$ cat src/rtl/sencilla_control_if.sv
// RAM-side bus of the sencilla core: address, write data, write enable and
// the RAM's combinational read data.
interface sencilla_control_if #(
  parameter int ADDR_W = 7,
  parameter int DATA_W = 16
);
  logic [DATA_W-1:0] sal;
  logic [ADDR_W-1:0] dir;
  logic [DATA_W-1:0] ent;
  logic              le;

  modport master (input sal, output dir, output ent, output le);
  modport slave  (output sal, input dir, input ent, input le);
endinterface

$ cat src/rtl/sencilla_control.sv
// Multi-cycle fetch/decode/execute core for the 4-instruction memory-to-memory
// ISA (ADD, CMP, MOV, BEQ) driving a single-port RAM with combinational read.
module sencilla_control #(
  parameter int ADDR_W   = 7,
  parameter int DATA_W   = 16,
  parameter int PC_RESET = 0
) (
  input  logic              clk,
  input  logic              reset,
  input  logic              en,
  sencilla_control_if.master bus,
  output logic [ADDR_W-1:0] pc,
  output logic [DATA_W-1:0] ir,
  output logic              z,
  output logic              fetch
);

  localparam logic [2:0] S_FETCH  = 3'd0;
  localparam logic [2:0] S_DECODE = 3'd1;
  localparam logic [2:0] S_RD_F   = 3'd2;
  localparam logic [2:0] S_RD_D   = 3'd3;
  localparam logic [2:0] S_WB     = 3'd4;

  localparam logic [1:0] OP_ADD = 2'b00;
  localparam logic [1:0] OP_CMP = 2'b01;
  localparam logic [1:0] OP_MOV = 2'b10;
  localparam logic [1:0] OP_BEQ = 2'b11;

  // Two's-complement add with the carry discarded.
  function automatic logic [DATA_W-1:0] add_wrap(input logic [DATA_W-1:0] x,
                                                  input logic [DATA_W-1:0] y);
    return x + y;
  endfunction

  logic [2:0]        state_q, state_d;
  logic [ADDR_W-1:0] pc_q, pc_d;
  logic [DATA_W-1:0] ir_q, ir_d;
  logic [DATA_W-1:0] a_q, a_d;
  logic [DATA_W-1:0] b_q, b_d;
  logic              z_q, z_d;

  logic [1:0]        op;
  logic [ADDR_W-1:0] fld_f;
  logic [ADDR_W-1:0] fld_d;
  logic [DATA_W-1:0] sum;

  assign op    = ir_q[DATA_W-1 -: 2];
  assign fld_f = ir_q[2*ADDR_W-1 -: ADDR_W];
  assign fld_d = ir_q[ADDR_W-1:0];
  assign sum   = add_wrap(a_q, b_q);

  // Bus outputs depend only on registered state, so a frozen core keeps dir
  // steady and an async reset drops le before the next edge.
  always_comb begin
    bus.dir = pc_q;
    bus.ent = '0;
    bus.le  = 1'b0;
    unique case (state_q)
      S_FETCH:  bus.dir = pc_q;
      S_DECODE: bus.dir = fld_d;
      S_RD_F:   bus.dir = fld_f;
      S_RD_D:   bus.dir = fld_d;
      S_WB: begin
        bus.dir = fld_d;
        bus.le  = en;
        bus.ent = (op == OP_ADD) ? sum : a_q;
      end
      default:  bus.dir = pc_q;
    endcase
  end

  always_comb begin
    state_d = state_q;
    pc_d    = pc_q;
    ir_d    = ir_q;
    a_d     = a_q;
    b_d     = b_q;
    z_d     = z_q;
    unique case (state_q)
      S_FETCH: begin
        ir_d    = bus.sal;
        pc_d    = pc_q + ADDR_W'(1);
        state_d = S_DECODE;
      end
      S_DECODE: begin
        if (op == OP_BEQ) begin
          if (z_q) pc_d = fld_d;
          state_d = S_FETCH;
        end else begin
          state_d = S_RD_F;
        end
      end
      S_RD_F: begin
        a_d     = bus.sal;
        state_d = (op == OP_MOV) ? S_WB : S_RD_D;
      end
      S_RD_D: begin
        b_d = bus.sal;
        if (op == OP_CMP) begin
          z_d     = (a_q == bus.sal);
          state_d = S_FETCH;
        end else begin
          state_d = S_WB;
        end
      end
      S_WB: begin
        if (op == OP_ADD) z_d = (sum == '0);
        state_d = S_FETCH;
      end
      default: state_d = S_FETCH;
    endcase
  end

  always_ff @(posedge clk or posedge reset) begin
    if (reset) begin
      state_q <= S_FETCH;
      pc_q    <= ADDR_W'(PC_RESET);
      ir_q    <= '0;
      a_q     <= '0;
      b_q     <= '0;
      z_q     <= 1'b0;
    end else if (en) begin
      state_q <= state_d;
      pc_q    <= pc_d;
      ir_q    <= ir_d;
      a_q     <= a_d;
      b_q     <= b_d;
      z_q     <= z_d;
    end
  end

  assign pc    = pc_q;
  assign ir    = ir_q;
  assign z     = z_q;
  assign fetch = (state_q == S_FETCH);

endmodule

$ cat src/flat_wrapper.sv
// flat-port wrapper written by rule: the top's interface ports become plain ports
module sencilla_control_flat 
#(
  parameter int ADDR_W   = 7,
  parameter int DATA_W   = 16,
  parameter int PC_RESET = 0
)
  (clk, reset, en, pc, ir, z, fetch, bus_sal, bus_dir, bus_ent, bus_le);
  sencilla_control_if #(.ADDR_W(ADDR_W), .DATA_W(DATA_W)) bus_i ();
  input  logic clk;
  input  logic reset;
  input  logic en;
  output logic [ADDR_W-1:0] pc;
  output logic [DATA_W-1:0] ir;
  output logic z;
  output logic fetch;
  input wire logic [$bits(bus_i.sal)-1:0] bus_sal;
  output wire logic [$bits(bus_i.dir)-1:0] bus_dir;
  output wire logic [$bits(bus_i.ent)-1:0] bus_ent;
  output wire logic [$bits(bus_i.le)-1:0] bus_le;
  assign bus_i.sal = bus_sal;
  assign bus_dir = bus_i.dir;
  assign bus_ent = bus_i.ent;
  assign bus_le = bus_i.le;
  sencilla_control #(.ADDR_W(ADDR_W), .DATA_W(DATA_W), .PC_RESET(PC_RESET)) u_core (.clk(clk), .reset(reset), .en(en), .bus(bus_i), .pc(pc), .ir(ir), .z(z), .fetch(fetch));
endmodule
$ cat config.mk
export PLATFORM = sky130hd
export DESIGN_NAME = sencilla_control_flat
export DESIGN_NICKNAME = d
export VERILOG_FILES = /design/src/rtl/sencilla_control_if.sv /design/src/rtl/sencilla_control.sv /design/src/flat_wrapper.sv
export SDC_FILE = /design/constraint.sdc
export NUM_CORES = 1
export LEC_CHECK = 0
export ABC_AREA = 1
export ABC_CLOCK_PERIOD_IN_PS = 2940
export CORE_UTILIZATION = 45
export DETAILED_ROUTE_END_ITERATION = 6
export PLACE_DENSITY_LB_ADDON = 0.08
export SETUP_SLACK_MARGIN = 0.3
export SLEW_MARGIN = 25
export SYNTH_ARGS = -nofsm -noshare
export SYNTH_HDL_FRONTEND = slang
export SYNTH_SLANG_ARGS = --single-unit
$ cat constraint.sdc
create_clock -name clk -period 2.94 [get_ports clk]
set_input_delay 0.588 -clock clk [delete_from_list [all_inputs] [get_ports clk]]
set_output_delay 0.588 -clock clk [all_outputs]
set_load 0.005 [all_outputs]
== Word-level counts from Yosys, hierarchy flattened ==
Index checks and enable logic that the tools add are counted.
Cells by class
  $add $sub $neg: 2
  equality and inequality tests: 12
  mux-type cells: 14
  reductions and logical operators: 11
Operators by type and width (number)
  $mux W16: 2
  $pmux W7 S2: 2
  $add A16 B16 Y16: 1
  $eq A16 B16 Y1: 1
  $logic_not A16 Y1: 1
  $mux W7: 2
  $pmux W3 S4: 1
  $ne A2 B1 Y1 const B: 4
  $reduce_and A4 Y1: 2
  $add A7 B1 Y7 const B: 1
  $eq A3 B2 Y1 const B: 2
  $mux W3: 2
  $reduce_and A2 Y1: 3
  $eq A2 B2 Y1 const B: 2
  $reduce_bool A2 Y1: 2
  $eq A3 B1 Y1 const B: 1
  $eq A3 B3 Y1 const B: 1
  $logic_not A3 Y1: 1
  $mux W1: 3
  $reduce_or A3 Y1: 1
  $eq A2 B1 Y1 const B: 1
  $logic_not A2 Y1: 1
  $mux W2: 1
  $pmux W1 S2: 1
Storage, ports and cells
  register bits: 59
  bits of input ports: 19
  output and inout bits: 49
  logic and storage cells: 45

== Logic depth before layout (Yosys ltp) ==
  word-level depth: 4
  mapped depth: 14
  mapped depth without buffers: 14

== Worst setup path after synthesis ==
No wires, ideal clock.
  path kind: register -> output
  start point: register u_core.a_q[0]
  end point: output port bus_ent[14]
  arrival time: 1.712 ns
  required time: 2.352 ns
  path slack: 0.640 ns
  stages on the path, launching flop included: 12
  buffers on the path: 0
  cell sequence: dfrtp_1 -> ha_1 -> fa_1 -> nand2_1 -> nand3_1 -> nand3_1 -> nand2_1 -> nand2_1 -> nand2_1 -> nand2_1 -> nand2_1 -> o21ai_0
On the way
  word-level cells in the longest chain between the ends: 3
RTL lines
  from (decl): line sencilla_control.sv:38  | logic [DATA_W-1:0] a_q, a_d;
  from (signal assigned): line sencilla_control.sv:119  | a_q <= '0;
  from (signal assigned): line sencilla_control.sv:126  | a_q <= a_d;
  $add A16 B16 Y16: line sencilla_control.sv:32  | return x + y;
  $mux W16: line sencilla_control.sv:66  | bus.ent = (op == OP_ADD) ? sum : a_q;
  $mux W16: line sencilla_control.sv:58  | unique case (state_q)
  to (decl): line flat_wrapper.sv:19  | output wire logic [$bits(bus_i.ent)-1:0] bus_ent;
Every way passes these cells.

== Worst setup path after layout ==
  start point: register u_core.b_q[0]
  end point: output port bus_ent[10]
On the way
  word-level cells in the longest chain between the ends: 3
RTL lines
  from (decl): line sencilla_control.sv:39  | logic [DATA_W-1:0] b_q, b_d;
  from (signal assigned): line sencilla_control.sv:120  | b_q <= '0;
  from (signal assigned): line sencilla_control.sv:127  | b_q <= b_d;
  $add A16 B16 Y16: line sencilla_control.sv:32
  $mux W16: line sencilla_control.sv:66
  $mux W16: line sencilla_control.sv:58
Every way passes these cells.

==> PnR_summary.wiki <==
{| class="wikitable"
! Metric !! Value
|-
| Worst supply voltage drop on vdd || about 0.6 mV
|-
| Detailed placer's ending HPWL || 9.030 mm
|-
| Global-route total usage across every layer || 0.2883
|-
| Routed vias/inst || around 5.3
|-
| Number of buffers inserted by port buffering || 67
|-
| Nets || between 700 and 800
|-
| Count of antenna diodes in the layout || 0
|-
| Final Hold Viols || 0
|-
| Min setup slack post-route || around 0.14 ns
|-
| Hold path depth || 2
|-
| Via count || around 4,400
|-
| Layout Skew || about 0.017 ns
|-
| Number of distinct standard cells referenced by the synthesized netlist || 32
|-
| Number of synthesized flops with an enable pin || 0
|-
| Number of global-route vias before repair || between 4,000 and 5,000
|-
| Dpl ws || 0.03330 ns
|-
| Data required time of the critical path || between 2 and 2.5 ns
|-
| Fin Setup TNS || 0 ns
|-
| Yosys top cell area share || 0.3733
|-
| Initial detailed-routing violation count || ~290
|-
| Worst setup path class || reg2out
|-
| Clk sink count || 59
|-
| Commonest cells after routing, fill and taps aside || 160 x nand2_1, 73 x inv_1, 66 x o21ai_0
|-
| Flip-flop and latch count after synthesis || 59
|-
| Average footprint of a synthesized cell || 6.843 um^2
|-
| Slowest stage delay, CP || 0.42 ns
|-
| Total detailed-routing wirelength || 12.94 mm
|-
| Number of nets still failing antenna checks after routing || 0
|-
| RSZ-0062 raised after global routing || true
|-
| Die height || approximately 96 um
|-
| TritonCTS clock tree || done
|-
| Initial antenna violation count || 0
|-
| Routed wirelength normalized by instance count || around 16 um
|-
| Endpoint kind of the worst setup timing path || output pin
|-
| Area of the core || 8341 um^2
|-
| Clock transition at the registers of the reported paths || ~0.070 ns
|-
| Max Clock Freq || roughly 360 MHz
|-
| Area added between synthesis and finish || 50.90%
|-
| Outcome || finished clean
|-
| Clk_lat worst skew || around 0.35 ns
|-
| Total number of yosys warnings || 0
|-
| Cells along the critical path || ha_4, fa_2, nand2_2, nand3_2, nand3_2, buf_6, a21oi_2, o21bai_1, nand2_1, nand2_1, o21ai_1, buf_2
|-
| Biggest area contributors in the synthesized netlist || dfrtp_1 37%, nand2_1 18%, o21ai_0 9.2%, inv_1 7.3%, ha_1 5.1%
|-
| Number of H-tree levels || 3
|-
| Wire length of the first global-routing pass || between 15 and 20 mm
|-
| Share of final-layout standard cells stronger than drive strength 1 || 0.2762
|-
| Largest net degree at the start of global routing || 38
|-
| Number of buffers created by CTS || 9
|-
| Hold Path Class || reg2reg
|-
| Final core utilization || 0.7156
|-
| Root buf cell || clkbuf_8
|-
| Leading area contributor after synthesis || dfrtp_1
|-
| Cts hold-fix bufs || 0
|-
| Worst Path Arrival || about 2.2 ns
|-
| Boundary pin count || 68
|-
| Final slew viol count || 0
|-
| Die Outline Area || between 9000 and 10,000 um^2
|-
| Largest fanout on the critical path || 3
|-
| Routability cong. || approximately 1.0
|-
| Number of max-cap violations || 0
|-
| Final worst path period share || 0.9520
|-
| CP Launch Type || flop
|-
| Most common library cell in the layout ignoring fill and taps || nand2_1
|-
| Mapped cell area || around 4000 um^2
|-
| Worst slew slack as a fraction of its limit || 0.6430
|-
| Final setup violation count || 0
|-
| Fin crit period || about 2.8 ns
|-
| Most common flop cell mapped by yosys || dfrtp_1
|-
| DRT Pass-1 Iters || 5
|-
| Synthesized netlist cell count || roughly 580
|-
| Ratio of total power to cell area || ~1200 nW/um^2
|-
| Remaining global-route overflow || 0
|-
| Width of the die || 95.75 um
|-
| Rows || 33
|-
| Remaining routing DRC violations || 0
|-
| FFs w/ async S/R, synth || 1.000
|-
| Number of buffers on the longest clock path || 2
|-
| Filler cell count || 697
|-
| LEAKAGE || ~0.0030 uW
|-
| Starting Density || 0.4742
|-
| Post-Synthesis Net Count || 614
|-
| Cell with the biggest individual delay on the critical path || dfrtp_1
|-
| Number of cell instances on the worst register-to-register path || 14
|-
| Transition time at the pin with the least slew margin || ~0.53 ns
|-
| Sequential area share after synthesis || 0.3733
|}
-- metrics by stage --
stage	power, uW	hold WS (ns)	area [um^2]	instances
global route	7768	0.5305	5968	829
detailed placement	4975	0.4847	4846	754
global placement	4900	0.4773	4846	754
CTS	6499	0.5029	5563	799
finish	7196	0.5125	5968	829
floorplan	3624	0.4594	3955	578
-- repair_timing --
action	CTS	global route
setup buffers	29	30
pin swaps	21	29
endpoints found under the setup margin	23	17
resized for setup	119	61
-- sequential cells by signal, summed over array words and instances, names as in the netlist --
signal	cells
u_core.a_q	16
u_core.b_q	16
u_core.ir	16
u_core.pc	7
u_core.state_q	3
u_core.z	1
-- worst paths after layout --
kind	start	to	slack [ns]
min reg2reg	u_core.b_q[15]$_DFFE_PP0P_	u_core.b_q[15]$_DFFE_PP0P_	0.51
max in group asynchronous	reset	u_core.a_q[8]$_DFFE_PP0P_	1.75
max	u_core.b_q[0]$_DFFE_PP0P_	bus_ent[10]	0.14
min in group asynchronous	reset	u_core.ir[1]$_DFFE_PP0P_	0.60
max reg2reg	u_core.b_q[0]$_DFFE_PP0P_	u_core.z$_DFFE_PP0P_	0.79
min	u_core.b_q[15]$_DFFE_PP0P_	u_core.b_q[15]$_DFFE_PP0P_	0.51
-- power breakdown --
part	leakage, uW	switching (uW)	internal, uW	total, uW
registers	0.000735	462	1190	1650
clock network	0.0000991	332	410	742
logic	0.00216	2480	2320	4800
total	0.00299	3280	3920	7200
-- per-layer routing --
layer / GRT usage / vias up / wire length [um]
li1: - / 2139 / -
met5: 0 / - / 0
met1: 0.3678 / 2076 / 5578
met4: 0.1045 / 0 / 274
met3: 0.04818 / 23 / 695
met2: 0.4917 / 160 / 6390
-- cells by family (layout without fill, tap and decap cells) --
| group | Yosys count | in the layout | synth area share |
|---|---|---|---|
| AO/OA/AOI/OAI | 112 | 112 | 0.1512 |
| buffers and inverters | 97 | 243 | 0.09269 |
| XOR/XNOR | 13 | 13 | 0.02879 |
| adder cells (fa/ha/maj) | 17 | 17 | 0.05568 |
| AND/OR/NAND/NOR | 280 | 280 | 0.2983 |
| flip-flops | 59 | 59 | 0.3733 |
-- critical path: cells and delay by family (launching register included) --
| kind | cells | cell delay, ns |
|---|---|---|
| adder cells (fa/ha/maj) | 2 | 0.56 |
| buffers and inverters | 2 | 0.23 |
| AND/OR/NAND/NOR | 5 | 0.40 |
| flip-flops | 1 | 0.42 |
| AO/OA/AOI/OAI | 3 | 0.25 |
-- synthesized netlist by cell type (3+ instances only) --
cell type  number
nor3_2          3
nor2_1         39
nand2_1       185
nand4_1         3
nor4_1          3
clkbuf_1       11
o21ai_1         5
xnor2_1         3
dfrtp_1        59
o21ai_0        73
a21oi_1        19
xor2_1         10
a31oi_1         4
inv_2           7
nor3_1          7
nand3_1        30
ha_1           16
inv_1          77
o22ai_1         4
nand3b_1        3
-- final cells by class --
cell class	instances	area (um^2)	share of cell area
clock inverter	5	52.55	0.008805
multi-input combinational	422	2611	0.4375
clock buffer	11	141.4	0.02369
inverter	84	322.8	0.05409
tap	105	131.4	0.02201
sequential	59	1480	0.2480
timing repair buffer	143	1229	0.2059
(Power assumes the default switching activity.)
